## config.mk

```make
export PLATFORM = sky130hd
export DESIGN_NAME = rom_fetch_arbiter
export DESIGN_NICKNAME = d
export VERILOG_FILES = /design/src/rtl/rom_fetch_arbiter.sv
export SDC_FILE = /design/constraint.sdc
export NUM_CORES = 1
export LEC_CHECK = 0
export ABC_AREA = 1
export BUFFER_PORTS_ARGS = -buffer_cell sky130_fd_sc_hd__buf_2
export CORE_MARGIN = 2
export CORE_UTILIZATION = 45
export CTS_CLUSTER_DIAMETER = 60
export DETAILED_ROUTE_END_ITERATION = 10
export GPL_TIMING_DRIVEN = 0
export PLACE_DENSITY = 0.67
export SYNTH_ARGS = -nofsm -noshare
export SYNTH_HDL_FRONTEND = slang
export SYNTH_SLANG_ARGS = --single-unit
```

## constraint.sdc

```tcl
create_clock -name clk_i -period 7 [get_ports clk_i]
set_input_delay 1.4 -clock clk_i [delete_from_list [all_inputs] [get_ports clk_i]]
set_output_delay 1.4 -clock clk_i [all_outputs]
set_load 0.01 [all_outputs]
```

## src/rtl/rom_fetch_arbiter.sv

```systemverilog
// Two-port round-robin arbiter that turns 32-bit word requests into four sequential
// byte reads of a synchronous-read ROM and returns the big-endian assembled word.
module rom_fetch_arbiter #(
  parameter int unsigned ADDR_W    = 32,
  parameter int unsigned ROM_AW    = 12,
  parameter int unsigned ROM_BYTES = 4096
) (
  input  logic              clk_i,
  input  logic              rst_i,
  input  logic              req0_valid_i,
  output logic              req0_ready_o,
  input  logic [ADDR_W-1:0] req0_addr_i,
  input  logic              req1_valid_i,
  output logic              req1_ready_o,
  input  logic [ADDR_W-1:0] req1_addr_i,
  output logic              rsp0_valid_o,
  input  logic              rsp0_ready_i,
  output logic              rsp1_valid_o,
  input  logic              rsp1_ready_i,
  output logic [31:0]       rsp_data_o,
  output logic              rsp_err_o,
  output logic              mem_en_o,
  output logic [ROM_AW-1:0] mem_addr_o,
  input  logic [7:0]        mem_data_i
);

  localparam logic [1:0] StIdle  = 2'd0;
  localparam logic [1:0] StIssue = 2'd1;
  localparam logic [1:0] StLast  = 2'd2;
  localparam logic [1:0] StResp  = 2'd3;

  logic [1:0]        state_q, state_d;
  logic [1:0]        cnt_q, cnt_d;
  logic [ADDR_W-1:0] base_q, base_d;
  logic              owner_q, owner_d;
  logic              last_grant_q, last_grant_d;
  logic [31:0]       asm_q, asm_d;
  logic              err_q, err_d;
  logic              oor_q, oor_d;
  logic [31:0]       rsp_data_q, rsp_data_d;
  logic              rsp_err_q, rsp_err_d;

  logic              grant0, grant1;
  logic [ADDR_W-1:0] ba;
  logic              ba_in;
  logic [7:0]        cap_byte;
  logic [1:0]        cap_lane;

  assign grant0   = req0_valid_i & (~req1_valid_i | last_grant_q);
  assign grant1   = req1_valid_i & (~req0_valid_i | ~last_grant_q);
  assign ba       = base_q + ADDR_W'(cnt_q);
  assign ba_in    = ba < ADDR_W'(ROM_BYTES);
  assign cap_byte = oor_q ? 8'h00 : mem_data_i;
  // Byte from issue k lands in lane 3-k; cnt_q has already advanced to k+1 (mod 4).
  assign cap_lane = 2'd0 - cnt_q;

  always_comb begin
    state_d      = state_q;
    cnt_d        = cnt_q;
    base_d       = base_q;
    owner_d      = owner_q;
    last_grant_d = last_grant_q;
    asm_d        = asm_q;
    err_d        = err_q;
    oor_d        = oor_q;
    rsp_data_d   = rsp_data_q;
    rsp_err_d    = rsp_err_q;
    req0_ready_o = 1'b0;
    req1_ready_o = 1'b0;
    rsp0_valid_o = 1'b0;
    rsp1_valid_o = 1'b0;
    mem_en_o     = 1'b0;
    mem_addr_o   = '0;
    case (state_q)
      StIdle: begin
        req0_ready_o = grant0;
        req1_ready_o = grant1;
        if (grant0 || grant1) begin
          base_d       = grant1 ? req1_addr_i : req0_addr_i;
          owner_d      = grant1;
          last_grant_d = grant1;
          asm_d        = '0;
          err_d        = 1'b0;
          cnt_d        = 2'd0;
          state_d      = StIssue;
        end
      end
      StIssue: begin
        if (cnt_q != 2'd0) begin
          asm_d[{cap_lane, 3'b000} +: 8] = cap_byte;
          err_d = err_q | oor_q;
        end
        mem_en_o   = ba_in;
        mem_addr_o = ba_in ? ba[ROM_AW-1:0] : '0;
        oor_d      = ~ba_in;
        cnt_d      = cnt_q + 2'd1;
        if (cnt_q == 2'd3) state_d = StLast;
      end
      StLast: begin
        asm_d[{cap_lane, 3'b000} +: 8] = cap_byte;
        err_d      = err_q | oor_q;
        rsp_data_d = asm_d;
        rsp_err_d  = err_d;
        state_d    = StResp;
      end
      default: begin
        rsp0_valid_o = ~owner_q;
        rsp1_valid_o = owner_q;
        if (owner_q ? rsp1_ready_i : rsp0_ready_i) state_d = StIdle;
      end
    endcase
  end

  always_ff @(posedge clk_i) begin
    if (rst_i) begin
      state_q      <= StIdle;
      cnt_q        <= 2'd0;
      base_q       <= '0;
      owner_q      <= 1'b0;
      last_grant_q <= 1'b1;
      asm_q        <= '0;
      err_q        <= 1'b0;
      oor_q        <= 1'b0;
      rsp_data_q   <= '0;
      rsp_err_q    <= 1'b0;
    end else begin
      state_q      <= state_d;
      cnt_q        <= cnt_d;
      base_q       <= base_d;
      owner_q      <= owner_d;
      last_grant_q <= last_grant_d;
      asm_q        <= asm_d;
      err_q        <= err_d;
      oor_q        <= oor_d;
      rsp_data_q   <= rsp_data_d;
      rsp_err_q    <= rsp_err_d;
    end
  end

  assign rsp_data_o = rsp_data_q;
  assign rsp_err_o  = rsp_err_q;

endmodule

```

# Word level (Yosys, flattened, before mapping)
# Index checks and enable logic that the tools add are counted.
# word_totals
reg_bits	105
in_bits	78
out_inout_bits	50
elab_cells	67
# classes
add_sub_neg	4
magnitude_cmp	1
n_eq_ne	6
n_shift	2
n_mux	23
bitwise_logic	10
reduce_logical	11
# op_table
op	count
$mux W32	3
$pmux W32 S3	1
$add A32 B2 Y32	1
$bwmux W32	1
$lt A32 B13 Y1 const B	1
$shift A8 B7 Y32 const A	1
$shiftx A8 B7 Y32	1
$mux W12	2
$mux W1	8
$mux W2	4
$mux W8	1
$neg A5 Y7	1
$ne A2 B2 Y1 const B	3
$pmux W2 S3	1
$reduce_and A3 Y1	2
$not A1 Y1	5
$eq A2 B2 Y1 const B	2
$pmux W2 S2	1
$reduce_and A2 Y1	2
$reduce_bool A2 Y1	2
$reduce_bool A4 Y1	1
$or A1 B1 Y1	3
$pmux W1 S3	1
$reduce_bool A3 Y1	1
7 further kinds	8

# Longest topological paths before layout
# logic_depth
word_depth	6
depth_mapped	15
depth_no_buf	14

# Worst setup path after synthesis
# OpenSTA, ideal clock, no wires.
# synth_timing
kind	input to output
from	input req0_valid_i
to	output req1_ready_o
arrival_time_ns	2.255
t_required_ns	5.600
slack_ns	3.345
cell_stages	4
path_buffers	1
path_cell_list	inv_1 o21ai_1 clkbuf_1 nor2_1
# synth_via
elab_chain_len	4
# synth_rtl
element	line	source
start, declared	10	input logic req0_valid_i,
$not A1 Y1	50	assign grant1 = req1_valid_i & (~req0_valid_i | ~last_grant_q);
$or A1 B1 Y1	50	
$and A1 B1 Y1	50	
$mux W1	74	case (state_q)
end, declared	14	output logic req1_ready_o,
# Every way passes these cells.

# Worst setup path after layout
# layout_timing
from	register cnt_q[0]
to	output mem_addr_o[3]
# layout_via
elab_chain_len	4
# layout_rtl
element	line	source
start, declared	33	logic [1:0] cnt_q, cnt_d;
start signal, assigned	128	cnt_q <= cnt_d;
$add A32 B2 Y32 *	51	assign ba = base_q + ADDR_W'(cnt_q);
$lt A32 B13 Y1	52	assign ba_in = ba < ADDR_W'(ROM_BYTES);
$mux W12 *	94	mem_addr_o = ba_in ? ba[ROM_AW-1:0] : '0;
$mux W12 *	74	
end, declared	23	output logic [ROM_AW-1:0] mem_addr_o,
# Every way passes the cells marked *; elsewhere a longest branch is shown, timed or not.

==> metrics.cfg <==
[clocking]
clk_pin_slew_ns=0.08
cts_buffers=9
clockBufferDepth=2
ctsRootBufferMaster=clkbuf_16
clk_latency_ns=0.36
postCtsHoldBufs=0
cts_tree=built
post_cts_resize_count=0
cts_max_level=3
post_cts_buffers=0
cts_sinks=105

[status]
outcome=completed

[final_layout]
utilization_pct=54.5
layout_commonest_cell=nand2_1
syn_to_final_growth_pct=19.1
final_cells=1283
mostFrequentLayoutCells=178 x nand2_1, 171 x nor2_1, 145 x inv_1, 127 x buf_2, 105 x dfxtp_1
n_antenna_cell=0
nets=1189
drive_gt1_share_pct=18.0

[yosys]
ys.flop_type=dfxtp_1
ys_seq_area_share_pct=33.4
synth_mux_area_share_pct=1.97
avgSynthCellArea_um2=6.55
yosys_warnings=0
synth_edf_count=0
ys_ff_latch=105
ys_types=32
synthArstFlopShare_pct=0
syn_nets=1052
synth.area.top_cells=dfxtp_1 33%, nand2_1 11%, nor2_1 10%
synth_top_family_by_area=simple AND/OR/NAND/NOR gates
synthSimpleGateAreaFrac_pct=32.2
synth_top_cell_by_area=dfxtp_1
synth_compound_area_share_pct=16.0
syn_inst=961
synth_xor_xnor_area_share_pct=2.09
synth_fa_ha_area_share_pct=2.70
yosysTopAreaCellShare_pct=33.4
syn_area_mm2=0.00630

[floorplanning]
fp.dieArea_mm2=0.0150
ios=128
start_util_pct=45.7
die_w_um=122
die_y_um=122
rows=43
core-area_mm2=0.0138

[global_routing]
antenna_found_initial=0
grt_pass1_wl_mm=29.8
grt_use_met3_pct=4.65
grt.busiest_layer=met2
grt_usage_pct=25.7
grt_util_met1_pct=30.5
grt_start_max_net_pins=21
globalRouteOverflowTotal=0
grt_pass1_vias=6010
gr-usage-met2_pct=46.5

[detailed_routing]
num_vias=6519
wirelength_mm=19.0
firstDrtPassIters=5
wl_per_cell_um=14.8
ant_nets=0
drc=0
avgViaCountPerCell=5.08
drtIter0Drc=414

[timing]
hold_violations=0
slew_headroom_pct=50.5
worstMarginPinSlew_ns=0.736
rsz0062_at_grt=false
slew_violations=0
setup_viol=0
worst_slack_ns=2.38
fin_skew_ns=0.00679
tns_ns=0
fmax_mhz=216
whs_ns=0.466
layout_min_cycle_time_ns=4.62
layout_worst_path_cycle_share_pct=66.0

[setup_path]
crit_type=reg -> out
cp-end-kind=primary output
max_stage_delay_ns=0.51
reg2reg_slack_ns=4.47
worstPathMaxFanout=10
crit_arrival_ns=3.22
critPathBufInv=3
worstPathCellList=ha_1 -> fa_1 -> inv_1 -> nor2_4 -> nand3_4 -> o21ai_0 -> nand4_1 -> nor2_1 -> nand3_2 -> buf_6 -> nor3_2 -> buf_2
critPathLaunchType=register
crit_family=simple AND/OR/NAND/NOR gates
slowest_stage=dfxtp_1
worst_ep_required_time_ns=5.60

[placement]
dp.cells=1267
place.gp.congestion=0.961
portBuffers=126
pre_cts_ws_ns=2.64
post-dp-hpwl_mm=14.9

[power_and_ir_drop]
p_leak_nw=3.36
vdd_ir_drop_max_uv=189
p_per_area_mw_per_mm2=352

[min_path]
min_path_type=reg -> reg

[flow_run]
drv_cap=0

[sequential cells by signal, summed over array words and instances, names as in the netlist]
| name | flops |
|---|---|
| state_q | 2 |
| base_q | 32 |
| rsp_data_o | 32 |
| asm_q | 32 |
| oor_q | 1 |
| cnt_q | 2 |
| err_q | 1 |
| last_grant_q | 1 |
| rsp_err_o | 1 |
| owner_q | 1 |
[cell type report]
cell class | count | area (um^2)
clock inverters | 7 | 121
clock buffers | 9 | 225
multi-input cells | 666 | 3460
plain buffers | 44 | 189
well taps | 180 | 225
repair buffers | 126 | 631
flip-flops and latches | 105 | 2100
fillers | 1435 | 6270
inverters | 146 | 548
[kinds of logic (layout without fill, tap and decap cells)]
logic type,after synthesis,after routing
AO/OA/AOI/OAI,172,172
XOR/XNOR,15,15
adder cells (fa/ha/maj),13,13
buffers and inverters,190,332
flip-flops,105,105
multiplexers,11,11
AND/OR/NAND/NOR,455,455
[worst reg2reg max path: cells and delay by family, from the launching register on]
kind                       cells  cell delay [ns]
buffers and inverters          1             0.11
AOI/OAI and AO/OA              2             0.40
and+or+nand+nor                6             0.86
DFF                            1             0.51
adders and majority gates      2             0.55
[report_power, final]
group	internal [mW]	switching (mW)	total, mW	leakage [nW]
sequential	0.759	0.149	0.909	0.860
combinational	0.363	0.780	1.14	2.33
clock	0.325	0.264	0.589	0.168
total	1.45	1.19	2.64	3.36
[cells in the mapped netlist, types with 12 or more instances]
cell / count
a211oi_1: 44
a21oi_1: 38
clkbuf_1: 40
dfxtp_1: 105
ha_1: 12
inv_1: 145
nand2_1: 178
nand3_1: 41
nand4_1: 15
nor2_1: 171
nor3_2: 12
o21ai_0: 63
o22ai_1: 24
xor2_1: 14
[metal layers]
metal  up-vias  wire length, um
met2       157             9560
met5         -                0
met4         0              494
met3        29              813
met1      2973             8180
li1       3360                -
[path summary, 6_finish.rpt]
path,startpoint,end,cells past startpoint
min,asm_q[25]$_SDFFE_PP0P_,asm_q[25]$_SDFFE_PP0P_,2
max,cnt_q[0]$_SDFFE_PP0P_,mem_addr_o[3],12
max reg2reg,cnt_q[0]$_SDFFE_PP0P_,oor_q$_SDFFE_PP0P_,11
min reg2reg,asm_q[25]$_SDFFE_PP0P_,asm_q[25]$_SDFFE_PP0P_,2
[per-stage QoR]
stage          power [mW]  area (um^2)
3_5_place_dp         2.05         7150
2_1_floorplan        1.67         6300
6_report             2.64         7500
5_1_grt              2.82         7500
3_3_place_gp         2.04         7150
4_1_cts              2.64         7500
Power figures use the tool's default switching activity.
